## src/rtl/pool_pkg.sv

```systemverilog
// Shared definitions for the pooling window controller and its compare unit.
package pool_pkg;

   // Controller state encoding
   typedef enum logic [1:0] {
      StIdle = 2'd0,
      StAcc  = 2'd1,
      StOut  = 2'd2
   } pool_state_e;

   // Compare-unit operation select
   localparam int unsigned MODE_MAX = 1;
   localparam int unsigned MODE_SUM = 0;

   // Ceiling log2, used to size the sample counter
   function automatic int unsigned clog2(input int unsigned value);
      int unsigned res;
      res = 0;
      for (int i = 0; i < 32; i++) begin
         if ((64'd1 << i) < 64'(value)) begin
            res = i + 1;
         end
      end
      return res;
   endfunction

endpackage

```

## src/rtl/pool_window_ctrl_cmp.sv

```systemverilog
// Shared fixed-point compare/add unit: signed max (flag=MODE_MAX) or wrapping sum.
// Output is forced to zero while calculate_i is low so the datapath stays quiet.
module pool_window_ctrl_cmp
   import pool_pkg::*;
#(
   parameter int unsigned total_bits = 16,
   parameter int unsigned Q          = 12,
   parameter int unsigned flag       = MODE_MAX
) (
   input  logic [total_bits-1:0] a_i,
   input  logic [total_bits-1:0] b_i,
   input  logic                  calculate_i,
   output logic [total_bits-1:0] result_o
);

   // Q only labels the binary point; max and sum are identical for any Q
   if (Q >= total_bits) begin : g_bad_q
      $error("pool_window_ctrl_cmp: Q must be smaller than total_bits");
   end

   // Fold one operand pair when enabled
   always_comb begin
      result_o = '0;
      if (calculate_i) begin
         if (flag == MODE_MAX) begin
            result_o = ($signed(a_i) > $signed(b_i)) ? a_i : b_i;
         end else begin
            result_o = a_i + b_i;
         end
      end
   end

endmodule

```

## src/rtl/pool_window_ctrl.sv

```systemverilog
// Pooling window sequencer: folds WIN samples via the shared compare unit and
// emits one registered result per window. Optional fused ReLU via POOL_RELU_EN.
module pool_window_ctrl
   import pool_pkg::*;
#(
   parameter int unsigned DATA_W = 16,
   parameter int unsigned Q      = 12,
   parameter int unsigned WIN    = 4,
   parameter int unsigned MODE   = MODE_MAX
) (
   input  logic              clk_i,
   input  logic              rst_i,
   input  logic              in_valid_i,
   output logic              in_ready_o,
   input  logic [DATA_W-1:0] in_data_i,
   input  logic              flush_i,
   output logic              out_valid_o,
   input  logic              out_ready_i,
   output logic [DATA_W-1:0] out_data_o,
   output logic              busy_o
);

   localparam int unsigned CntW = clog2(WIN + 1);
   localparam logic [CntW-1:0] CntLast = CntW'(WIN - 1);

   pool_state_e       state_q, state_d;
   logic [CntW-1:0]   cnt_q, cnt_d;
   logic [DATA_W-1:0] acc_q, acc_d;
   logic [DATA_W-1:0] out_data_q, out_data_d;
   logic              out_valid_q, out_valid_d;

   logic              calculate;
   logic              in_fire;
   logic [DATA_W-1:0] fold_res;
   logic [DATA_W-1:0] load_raw;
   logic [DATA_W-1:0] load_val;

   assign calculate = (state_q == StAcc);
   assign in_ready_o = ((state_q == StIdle) || (state_q == StAcc)) && !rst_i;
   assign in_fire = in_valid_i && in_ready_o;

   pool_window_ctrl_cmp #(
      .total_bits (DATA_W),
      .Q          (Q),
      .flag       (MODE)
   ) u_cmp (
      .a_i         (acc_q),
      .b_i         (in_data_i),
      .calculate_i (calculate),
      .result_o    (fold_res)
   );

   // Value loaded into the output register: first sample when WIN==1, else the fold
   assign load_raw = calculate ? fold_res : in_data_i;
`ifdef POOL_RELU_EN
   assign load_val = load_raw[DATA_W-1] ? '0 : load_raw;
`else
   assign load_val = load_raw;
`endif

   // Next-state logic for the window sequencer
   always_comb begin
      state_d     = state_q;
      cnt_d       = cnt_q;
      acc_d       = acc_q;
      out_data_d  = out_data_q;
      out_valid_d = out_valid_q;
      unique case (state_q)
         StIdle: begin
            if (flush_i) begin
               cnt_d = '0;
               acc_d = '0;
            end else if (in_fire) begin
               acc_d = in_data_i;
               cnt_d = CntW'(1);
               if (WIN == 1) begin
                  out_data_d  = load_val;
                  out_valid_d = 1'b1;
                  state_d     = StOut;
               end else begin
                  state_d = StAcc;
               end
            end
         end
         StAcc: begin
            if (flush_i) begin
               cnt_d   = '0;
               acc_d   = '0;
               state_d = StIdle;
            end else if (in_fire) begin
               acc_d = fold_res;
               cnt_d = cnt_q + CntW'(1);
               if (cnt_q == CntLast) begin
                  out_data_d  = load_val;
                  out_valid_d = 1'b1;
                  state_d     = StOut;
               end
            end
         end
         StOut: begin
            // Flush is ignored here; the pending result is always delivered
            if (out_ready_i) begin
               out_valid_d = 1'b0;
               cnt_d       = '0;
               state_d     = StIdle;
            end
         end
         default: begin
            state_d     = StIdle;
            cnt_d       = '0;
            acc_d       = '0;
            out_valid_d = 1'b0;
         end
      endcase
   end

   // State registers with synchronous reset
   always_ff @(posedge clk_i) begin
      if (rst_i) begin
         state_q     <= StIdle;
         cnt_q       <= '0;
         acc_q       <= '0;
         out_data_q  <= '0;
         out_valid_q <= 1'b0;
      end else begin
         state_q     <= state_d;
         cnt_q       <= cnt_d;
         acc_q       <= acc_d;
         out_data_q  <= out_data_d;
         out_valid_q <= out_valid_d;
      end
   end

   assign out_valid_o = out_valid_q;
   assign out_data_o  = out_data_q;
   assign busy_o      = (state_q != StIdle);

endmodule

```

## config.mk

```make
export PLATFORM = sky130hd
export DESIGN_NAME = pool_window_ctrl
export DESIGN_NICKNAME = d
export VERILOG_FILES = /design/src/rtl/pool_pkg.sv /design/src/rtl/pool_window_ctrl_cmp.sv /design/src/rtl/pool_window_ctrl.sv
export SDC_FILE = /design/constraint.sdc
export NUM_CORES = 1
export LEC_CHECK = 0
export BUFFER_PORTS_ARGS = -buffer_cell sky130_fd_sc_hd__buf_2
export CORE_MARGIN = 4
export CORE_UTILIZATION = 49
export CTS_BUF_LIST = sky130_fd_sc_hd__clkbuf_2 sky130_fd_sc_hd__clkbuf_4 sky130_fd_sc_hd__clkbuf_8
export CTS_CLUSTER_DIAMETER = 200
export CTS_CLUSTER_SIZE = 10
export DETAILED_ROUTE_END_ITERATION = 8
export PLACE_DENSITY = 0.74
export SYNTH_ARGS = -nofsm -noshare
export SYNTH_HDL_FRONTEND = slang
export SYNTH_SLANG_ARGS = --single-unit
export TNS_END_PERCENT = 20
```

## constraint.sdc

```tcl
create_clock -name clk_i -period 2.5 [get_ports clk_i]
set_input_delay 0.5 -clock clk_i [delete_from_list [all_inputs] [get_ports clk_i]]
set_output_delay 0.5 -clock clk_i [all_outputs]
set_load 0.02 [all_outputs]
```

## Word level (Yosys, flattened, before mapping)

Cells that the tools add are included.

| storage, ports and cells | value |
|---|---|
| bits in registers | 38 |
| bits of input ports | 21 |
| output and inout port bits | 19 |
| logic and storage cells | 57 |

| cells by class | value |
|---|---|
| $add $sub $neg | 1 |
| magnitude comparators | 1 |
| equality and inequality tests | 12 |
| mux-type cells | 24 |
| bitwise gates (word level) | 3 |
| reduce and logical (&&, ||, !) cells | 11 |

Operators with widths:

| operator | number |
|---|---|
| two-way mux 16 bit | 5 |
| one-hot mux 16 bit (3 select lines) | 1 |
| greater-than comparator 16 bit | 1 |
| two-way mux 3 bit | 5 |
| two-way mux 2 bit | 6 |
| AND reduction 5 bit | 2 |
| one-hot mux 3 bit (3 select lines) | 1 |
| != test 2 bit (second input constant) | 4 |
| != test 3 x 2 -> 1 bit (second input constant) | 2 |
| one-hot mux 2 bit (3 select lines) | 1 |
| AND reduction 3 bit | 2 |
| two-way mux 1 bit | 4 |
| != test 2 x 1 -> 1 bit (second input constant) | 2 |
| AND reduction 4 bit | 1 |
| adder 3 x 1 -> 3 bit (second input constant) | 1 |
| equality test 3 x 2 -> 1 bit (second input constant) | 1 |
| != test 3 bit (second input constant) | 1 |
| NOT 1 bit | 3 |
| one-hot mux 1 bit (3 select lines) | 1 |
| equality test 2 x 1 -> 1 bit (second input constant) | 1 |
| equality test 2 bit (second input constant) | 1 |
| logical AND 1 bit | 2 |
| logical NOT 2 bit | 1 |
| nonzero test 2 bit | 1 |
| 2 further kinds | 2 |

## Depth between registers and ports, before layout

| logic depth | value |
|---|---|
| word-level depth | 7 |
| depth in mapped cells | 9 |
| mapped depth without buffers | 8 |

## Hierarchy

A second synthesis with hierarchy kept.

| unflattened totals | value |
|---|---|
| cell total of the unflattened synthesis | 279 |
| area, all modules | 2,479.9 µm² |

Modules (own cells, without submodules):

| module | times used | cells an instance | area each (µm²) |
|---|---|---|---|
| pool_window_ctrl | 1 | 167 | 1,726.7 |
| pool_window_ctrl_cmp | 1 | 112 | 753.2 |

## Worst setup path before layout

Ideal clock, no wire load.

| timing path | value |
|---|---|
| path type | in2reg |
| from | input port in_data_i[13] |
| to | register acc_q[4] |
| arrival | 2.560 ns |
| data required time | 2.365 ns |
| setup slack | -0.195 ns |
| stages on the path | 9 |
| buffers on the path | 1 |
| path through | inv_1 -> ha_1 -> a21o_1 -> a21o_1 -> a2111o_1 -> nor3_1 -> o21a_1 -> buf_4 -> o221ai_1 |

| on the way | value |
|---|---|
| cells in the longest elaborated chain, start to end | 5 |

RTL lines:

| what | RTL line | RTL |
|---|---|---|
| from (decl) | pool_window_ctrl.sv:15 | `input logic [DATA_W-1:0] in_data_i,` |
| greater-than comparator 16 bit | pool_window_ctrl_cmp.sv:26 | `result_o = ($signed(a_i) > $signed(b_i)) ? a_i : b_i;` |
| two-way mux 16 bit | pool_window_ctrl_cmp.sv:26 |  |
| two-way mux 16 bit | pool_window_ctrl.sv:90 | `end else if (in_fire) begin` |
| two-way mux 16 bit | pool_window_ctrl.sv:86 | `if (flush_i) begin` |
| one-hot mux 16 bit (3 select lines) | pool_window_ctrl.sv:68 | `unique case (state_q)` |
| to (signal assigned) | pool_window_ctrl.sv:122 | `acc_q <= '0;` |
| to (signal assigned) | pool_window_ctrl.sv:128 | `acc_q <= acc_d;` |
| to (decl) | pool_window_ctrl.sv:28 | `logic [DATA_W-1:0] acc_q, acc_d;` |

No other way between the ends. The select of a mux whose other input is x is not followed.
A chain may end at the register's enable or synchronous reset.

## Worst setup path in the final report

| timing path | value |
|---|---|
| from | input port in_data_i[13] |
| to | register out_data_q[1] (netlist: out_data_o[1]) |

| on the way | value |
|---|---|
| cells in the longest elaborated chain, start to end | 2 |

RTL lines:

| what | RTL line | RTL |
|---|---|---|
| greater-than comparator 16 bit | pool_window_ctrl_cmp.sv:26 |  |
| two-way mux 16 bit | pool_window_ctrl_cmp.sv:26 |  |
| to (signal assigned) | pool_window_ctrl.sv:129 | `out_data_q <= out_data_d;` |
| to (decl) | pool_window_ctrl.sv:29 | `logic [DATA_W-1:0] out_data_q, out_data_d;` |

No other way between the ends.

==> metrics <==
CTS root buf clkbuf_8; clk buf depth 2; slowest CP cell a2111o_1; worst-skew pair later-pin latency around 290 ps; Crit Reg-Reg Endpoint out_data_o[1]$_SDFFE_PP0P_; worst relative slew slack 69.1%; full die area 6210 um2; total power draw approximately 0.0013 W; CTS Sinks 38; GRT Util Overall between 20% and 30%; Hold WS between 400 and 500 ps; Hold-fix buffers, CTS 0; drt drc 0; fmax 418 MHz; WHS Endpoint cnt_q[2]$_SDFFE_PP0P_; Vias between 2000 and 2500; Max Slew Vio Count 0; clock buffers created by TritonCTS 5; Tightest Pin Transition 464 ps; vias in the first global route 2409; Post-synth EDFFs 0; H-tree Lvls 2; Routed WL per cell ~16 um; Die Wd 78.8 um; sequential fraction of the synthesis area 31.0%; final wirelength 6500 um; # diodes 0; Synth cell types 41; initial detailed-routing violation count 138; ys async rst share 0%; RSZ-0062 raised after global routing true; worst r2r src acc_q[13]$_SDFFE_PP0P_; Die Y 78.8 um; CTS tree yes; commonest non-fill, non-tap cell in the layout buf_2; Finish-stage setup viols 0; Inst Count DP between 400 and 500; #FFs+latches synth 38; Worst-path clk slew 80 ps; Mapped Nets 328; GRT overflow 0; Final Util 63.8%; most frequent cells in the layout buf_2 (39), dfxtp_1 (37), buf_4 (35); Hold WC Path Type reg2reg; io pins 40; design area 3050 um2; Cell Pwr Density 435 nW/um2; Filler Cells Inserted roughly 440; Critical Path Stages 11; Final min period 2390 ps; Initial Util 51.3%; Top FF cell, synth dfxtp_1; slowest stage delay, CP 460 ps; Cells on Worst Hold Path 2; Worst VDD drop ~220 uV; Critical Path RT 2710 ps; initial antenna violation count 0; Placer Congestion 0.830; placed inst area 2930 um2; Startpoint Class input pin; area delta synth->final 24.4%; worst-path cell chain buf_2, inv_2, ha_4, a21o_1, a21o_1, a2111o_1, buf_6, nor4_4, buf_6, o21ai_0, a311oi_1; Multi-input gate area 1510 um2; row cnt 25; Reg2Reg Depth 9; vias per cell 5.78; final instance count without filler cells 418; Lkg Pwr 1.22 nW; Buf/Inv on CP 4; crit path max fanout 11; family with the most delay on the worst path compound AO/OA/AOI/OAI gates; post-synthesis instance total approximately 290; Critical Path AT 2600 ps; critical hold path startpoint cnt_q[2]$_SDFFE_PP0P_; DP HPWL around 4600 um; worst setup path class in2reg; post-route ant nets 0; global-route wire length before repair 11200 um; number of failing hold endpoints at the final stage 0; Register Area roughly 760 um2; largest net degree at the start of global routing 25; TritonRoute pass-1 iters 4; Synthesis Warnings 0; flop2flop setup slack 120 ps; element type at the critical path end flop; clk_skew 7.00 ps; fraction of layout cells with a size suffix above 1 29.9%; max_cap viols 0; nets 389; core area 4790 um2; post-route clock period utilization 95.8%; status finished clean; Netlist Area Pre-Place 2450 um2; mean post-synth cell area ~8.5 um2; Port Buffers 39
==> metal layers <==
| layer | share of wire (%) | track usage [%] | vias up |
|---|---|---|---|
| li1 | - | - | 1222 |
| met1 | 47 | 28.2 | 1146 |
| met2 | 49 | 38.9 | 40 |
| met3 | 3.4 | 3.40 | 7 |
| met4 | 1.1 | 6.99 | 0 |
| met5 | 0 | 0 | - |
==> registers in the layout, summed over array words and instances, names as in the netlist <==
| name | flops |
|---|---|
| acc_q | 16 |
| cnt_q | 3 |
| out_data_o | 16 |
| out_valid_o | 1 |
| state_q | 2 |
==> synth_stat cells (all sizes together) (2+ instances only) <==
cell type,n,area [um2]
nor4,2,27.5
a2111o,2,22.5
nand3,17,85.1
inv,34,128
a311oi,16,140
o32a,16,160
nor3,4,20.0
o21ai,20,100
ha,18,225
nand4,7,50.1
o221ai,16,171
nand4b,2,17.5
a21o,2,15.0
a21oi,8,40.0
buf,6,50.0
dfxtp,38,761
or2,2,12.5
nor2,26,97.6
a2111oi,2,36.3
or3,16,100
nand2,6,22.5
clkbuf,16,60.1
nor2b,3,18.8
==> worst min-delay path, stage by stage (launching register included) <==
cell and delay [ps]:
dfxtp_1 310, nand2_1 50, a21oi_1 50
==> layout make-up <==
type,instances,area share (%)
Clock buffer,7,2.95
Multi-Input combinational cell,195,49.3
Inverter,34,4.18
Tap cell,67,2.74
Clock inverter,1,0.164
Sequential cell,38,24.9
Timing Repair Buffer,76,15.7
==> repair_timing <==
item,CTS,global route
setup endpoints to repair,0,32
buffers inserted,0,1
resized for setup,0,6
==> power by group <==
| group | leakage [nW] | switching (W) | internal [W] | total [W] |
|---|---|---|---|---|
| sequential | 0.308 | 0.0000104 | 0.000616 | 0.000626 |
| clock | 0.0517 | 0.000226 | 0.000234 | 0.000460 |
| combinational | 0.865 | 0.000140 | 0.000104 | 0.000243 |
==> metrics by stage <==
stage / worst slack, ps / setup TNS (ps)
global placement: -171 / -4130
global route: -41.5 / -79.7
floorplan: 8.79 / 0
finish: 106 / 0
detailed placement: -192 / -5160
CTS: 57.6 / 0
==> worst max-delay path by stage <==
stage                           startpoint                     endpoint
floorplan                    in_data_i[13]  out_data_o[10]$_SDFFE_PP0P_
global placement             in_data_i[13]   out_data_o[2]$_SDFFE_PP0P_
detailed placement           in_data_i[13]  out_data_o[15]$_SDFFE_PP0P_
CTS                 acc_q[13]$_SDFFE_PP0P_        acc_q[0]$_SDFFE_PP0P_
global route                 in_data_i[13]   out_data_o[3]$_SDFFE_PP0P_
finish                       in_data_i[13]   out_data_o[1]$_SDFFE_PP0P_
==> cells by family (layout without fill, tap and decap cells) <==
| family | count (synthesis) | count (layout) | share of synthesized area (%) |
|---|---|---|---|
| adders and majority gates | 18 | 18 | 9.17 |
| AOI/OAI and AO/OA | 89 | 89 | 30.9 |
| buffers and inverters | 56 | 118 | 9.68 |
| DFF | 38 | 38 | 31.0 |
| and+or+nand+nor | 88 | 88 | 19.2 |
Power figures use the tool's default switching activity.
